**config.mk**
```make
export PLATFORM = sky130hd
export DESIGN_NAME = jiajian
export DESIGN_NICKNAME = d
export VERILOG_FILES = /design/src/rtl/jiajian.sv
export SDC_FILE = /design/constraint.sdc
export NUM_CORES = 1
export LEC_CHECK = 0
export CAP_MARGIN = 20
export CORE_MARGIN = 1.5
export CORE_UTILIZATION = 40
export DETAILED_ROUTE_END_ITERATION = 16
export GPL_TIMING_DRIVEN = 0
export PLACE_DENSITY_LB_ADDON = 0.25
export SLEW_MARGIN = 20
export SYNTH_ARGS = -nofsm -noshare
export SYNTH_HDL_FRONTEND = slang
export SYNTH_SLANG_ARGS = --single-unit
export TNS_END_PERCENT = 5
```
**constraint.sdc**
```tcl
create_clock -name clk -period 0.91 [get_ports clk]
set_input_delay 0.182 -clock clk [delete_from_list [all_inputs] [get_ports clk]]
set_output_delay 0.182 -clock clk [all_outputs]
set_load 0.01 [all_outputs]
```
**src/rtl/jiajian.sv**
```systemverilog
// Registered add/subtract/absolute-difference unit over two unsigned W-bit operands.
// One operation per clock; result, sign and zero flags appear one cycle after in_valid.
module jiajian #(
    parameter int unsigned W = 6
) (
    input  logic         clk,
    input  logic         rst,
    input  logic         in_valid,
    input  logic [W-1:0] a,
    input  logic [W-1:0] b,
    input  logic [1:0]   sl,
    output logic [W:0]   c,
    output logic         out_valid,
    output logic         neg,
    output logic         zero
);

    localparam int unsigned CW = W + 1;

    localparam logic [1:0] OP_ADD = 2'b00;
    localparam logic [1:0] OP_AMB = 2'b01;
    localparam logic [1:0] OP_BMA = 2'b10;
    localparam logic [1:0] OP_ABS = 2'b11;

    logic [CW-1:0] a_ext;
    logic [CW-1:0] b_ext;
    logic [CW-1:0] diff_ab;
    logic [CW-1:0] diff_ba;
    logic [CW-1:0] c_d;
    logic          neg_d;

    logic [CW-1:0] c_q;
    logic          out_valid_q;
    logic          neg_q;
    logic          zero_q;

    // Operands are zero-extended one bit so every mode fits in W+1 bits without overflow.
    always_comb begin
        a_ext   = CW'(a);
        b_ext   = CW'(b);
        diff_ab = a_ext - b_ext;
        diff_ba = b_ext - a_ext;
        c_d     = '0;
        neg_d   = 1'b0;
        case (sl)
            OP_ADD: c_d = a_ext + b_ext;
            OP_AMB: begin
                c_d   = diff_ab;
                neg_d = diff_ab[W];
            end
            OP_BMA: begin
                c_d   = diff_ba;
                neg_d = diff_ba[W];
            end
            OP_ABS: c_d = diff_ab[W] ? diff_ba : diff_ab;
            default: c_d = '0;
        endcase
    end

    // Results and flags hold while idle; only out_valid tracks in_valid every cycle.
    always_ff @(posedge clk or posedge rst) begin
        if (rst) begin
            c_q         <= '0;
            out_valid_q <= 1'b0;
            neg_q       <= 1'b0;
            zero_q      <= 1'b1;
        end else begin
            out_valid_q <= in_valid;
            if (in_valid) begin
                c_q    <= c_d;
                neg_q  <= neg_d;
                zero_q <= (c_d == '0);
            end
        end
    end

    assign c         = c_q;
    assign out_valid = out_valid_q;
    assign neg       = neg_q;
    assign zero      = zero_q;

endmodule

```
==> flow_metrics.py, run 1 <==
metrics = {
    "run_status": {
        "status": "finished, violations left",
        "violations": "negative setup slack",
    },
    "setup_path": {
        "r2r_slack_ns": 0.14,
        "setup.worst_path.start_class": "primary input",
        "worst-path-max-fanout": 4,
        "ff2ff_path_depth": 1,
        "r2r-start": "c[5]$_DFFE_PP0P_",
        "worstPathRequired_ns": 1.06,
        "cp.arrival_ns": 2.45,
        "end_kind": "flip-flop",
        "r2r-end": "c[5]$_DFFE_PP0P_",
        "path_class": "primary input to flip-flop",
    },
    "detailed_routing": {
        "drt_drc_violations_left": 0,
        "drt_iter0_markers": 48,
        "num_vias": 1366,
        "wl_per_cell_microns": 15.2,
        "antenna_left": 0,
        "viasPerCell": 5.60,
        "routed_wl_microns": 3700,
        "dr.pass1.iters": 4,
    },
    "power": {
        "leakage_nw": 0.877,
        "power_frac_clock_pct": 16.8,
        "pwr-share-seq_pct": 28.0,
        "combPwrFrac_pct": 55.2,
        "p_int_w": 0.00118,
        "p_switching_w": 0.000774,
        "swShare_pct": 39.6,
        "p_per_area_mw_per_mm2": 1050,
        "ir_worst_vdd_uv": 558,
    },
    "sta": {
        "rsz0062_at_grt": "yes",
        "max_freq_mhz": 434,
        "setup_viol": 18,
        "period_share_pct": 253,
        "tightest_slew_ns": 0.445,
        "finClkSkew_ns": 0,
        "timing_hold_violations_final": 0,
        "fin_ws_ns": -1.39,
        "slew_viol_final": 0,
        "max-slew-margin-rel_pct": 70.3,
        "period_minus_slack_ns": 2.30,
    },
    "synthesis": {
        "synth_cell_types": 49,
        "synth_ff_type": "dfrtp_1",
        "ys_seq_area_share_pct": 18.0,
        "ys_seq_elements": 10,
        "synth_area_sq_mm": 0.00140,
        "avgSynthCellArea_sq_um": 8.73,
        "synthesis.nets": 202,
        "post_synth_inst_count": 160,
        "synth-edff-count": 0,
        "async_reset_ff_share_pct": 100,
        "ys_warn_count": 0,
    },
    "worst_hold_path": {
        "min-delay-path-class": "primary input to async pin",
    },
    "place": {
        "finalWeightedCongestion": 0.841,
        "dp_hpwl_microns": 2790,
        "place_area_sq_mm": 0.00172,
        "port_buffers": 26,
    },
    "grt": {
        "grt_use_total_pct": 20.0,
        "antenna_found_initial": 0,
        "grt_pass1_wl_microns": 6370,
        "grt_overflow": 0,
        "grt_pass1_vias": 1355,
        "grt_max_degree": 11,
    },
    "floorplanning": {
        "die_w_microns": 62.1,
        "rows": 21,
        "die_height_microns": 62.1,
        "die_area_sq_mm": 0.00386,
        "io_pins": 27,
        "core_area_sq_mm": 0.00334,
        "start_util_pct": 41.9,
    },
    "clock_tree": {
        "htree_levels": 1,
        "clockBufferDepth": 2,
        "path_clk_slew_ns": 0.07,
        "insertion_delay_ns": 0.26,
        "cts_buffers": 3,
        "cts-root-buf": "clkbuf_4",
        "clkSinkCount": 10,
        "cts_tree": "done",
    },
    "layout": {
        "postLayoutCellArea_sq_mm": 0.00187,
        "final_nets": 241,
        "nFillCells": 322,
        "area_delta_synth_final_pct": 33.8,
        "layout-drive-gt1-share_pct": 30.3,
        "fin_util_pct": 56.0,
        "diodes": 0,
    },
    "job": {
        "drv_cap": 0,
    },
}
-- synthesized netlist by cell type (3+ instances only) --
master	number	area (sq um)
mux2_2	3	33.8
a21oi_1	13	65.1
ha_1	22	275
inv_1	25	93.8
fa_1	3	60.1
o21ai_0	4	20.0
dfrtp_1	9	225
xnor2_1	3	26.3
nand2_1	7	26.3
o31ai_1	4	30.0
nor3_1	3	15.0
a31oi_1	3	18.8
a21o_1	7	52.6
nor2_1	7	26.3
-- layer usage --
metal  wire length, microns  vias up  global-route usage [%]
met4                     53        0                    6.11
li1                       -      654                       -
met1                   1570      666                    24.6
met5                      0        -                       0
met3                    168        6                    3.08
met2                   1910       40                    36.1
-- stage by stage --
stage | setup TNS, ns | total power [W] | worst slack [ns] | instances | hold WS (ns)
after floorplan | -9.16 | 0.00118 | -1.47 | 160 | 0.0215
after global placement | -16.98 | 0.00154 | -2.19 | 232 | 0.465
after detailed placement | -17.47 | 0.00156 | -2.28 | 232 | 0.498
after CTS | -9.94 | 0.00193 | -1.45 | 241 | 0.208
after global routing | -10.79 | 0.00211 | -1.43 | 244 | 0.225
final | -9.79 | 0.00196 | -1.39 | 244 | 0.203
-- cells by family after synthesis --
family,Yosys count,share of synthesized area (%)
adders and majority gates,25,24.0
AOI/OAI and AO/OA,55,30.4
DFF,10,18.0
muxes,6,4.66
buffers and inverters,30,9.04
and+or+nand+nor,31,12.1
xor gates and xnor gates,3,1.88
-- repair_timing --
item,CTS,global route
pin swaps,14,6
setup buffers,5,3
resized for setup,94,9
setup endpoints to repair,19,18
hold buffers,0,0
-- worst max-delay path, stage by stage --
cell      delay [ns]
buf_8           0.10
inv_4           0.04
ha_4            0.13
inv_4           0.04
fa_2            0.36
a21o_1          0.21
a221oi_4        0.41
o21bai_4        0.12
a221o_1         0.32
a22o_1          0.27
mux2_4          0.27
-- cell usage in the layout (no fill, tap or decap), types with 3 or more instances in the layout --
cell type        netlist  final
nor3_1                 3      3
nor2_1                 7      7
o31ai_1                4      3
inv_1                 25     21
clkbuf_4               0      5
ha_1                  22     18
buf_2                  2     11
dfrtp_1                9      9
a21oi_1               13     13
clkdlybuf4s50_1        0      3
o21ai_0                4      3
nand2_1                7      5
ha_4                   0      4
buf_4                  1      9
a21o_1                 7      7
xnor2_1                3      3
dlygate4sd2_1          0      7
buf_6                  1      3
-- how the worst max path moves through the flow --
stage	startpoint	to	slack, ns
after CTS	a[0]	c[5]$_DFFE_PP0P_	-1.45
after floorplan	a[0]	zero$_DFFE_PP1P_	-1.47
after global routing	a[2]	zero$_DFFE_PP1P_	-1.43
after detailed placement	a[0]	zero$_DFFE_PP1P_	-2.28
final	a[0]	c[5]$_DFFE_PP0P_	-1.39
after global placement	a[0]	zero$_DFFE_PP1P_	-2.19
-- area by class of cell --
class	instances	area (sq um)	area share, %
buffer	5	42.5	2.28
sequential	10	251	13.5
tap	46	57.6	3.08
inverter	25	103	5.49
clock buffer	4	26.3	1.41
multi-input combinational	120	1130	60.6
timing repair buffer	34	256	13.7
-- sequential cells by signal (all words and copies together), names as in the netlist --
register	count
neg	1
c	7
zero	1
out_valid	1
-- power by group through the flow --
stage                     clock [W]  sequential [W]  combinational, W
final                      0.000329        0.000548           0.00108
after detailed placement          0        0.000557           0.00100
after global placement            0        0.000553          0.000984
after global routing       0.000371        0.000559           0.00118
after floorplan                   0        0.000588          0.000591
after CTS                  0.000346        0.000548           0.00103
No activity file was read; power rests on OpenSTA's default activity.
==> run 2: changes to the inputs <==
Settings changed: SLEW_MARGIN 20 to not set.
==> results of run 2 <==
Same layout as run 1: the final DEF is identical, and so are final timing and power.
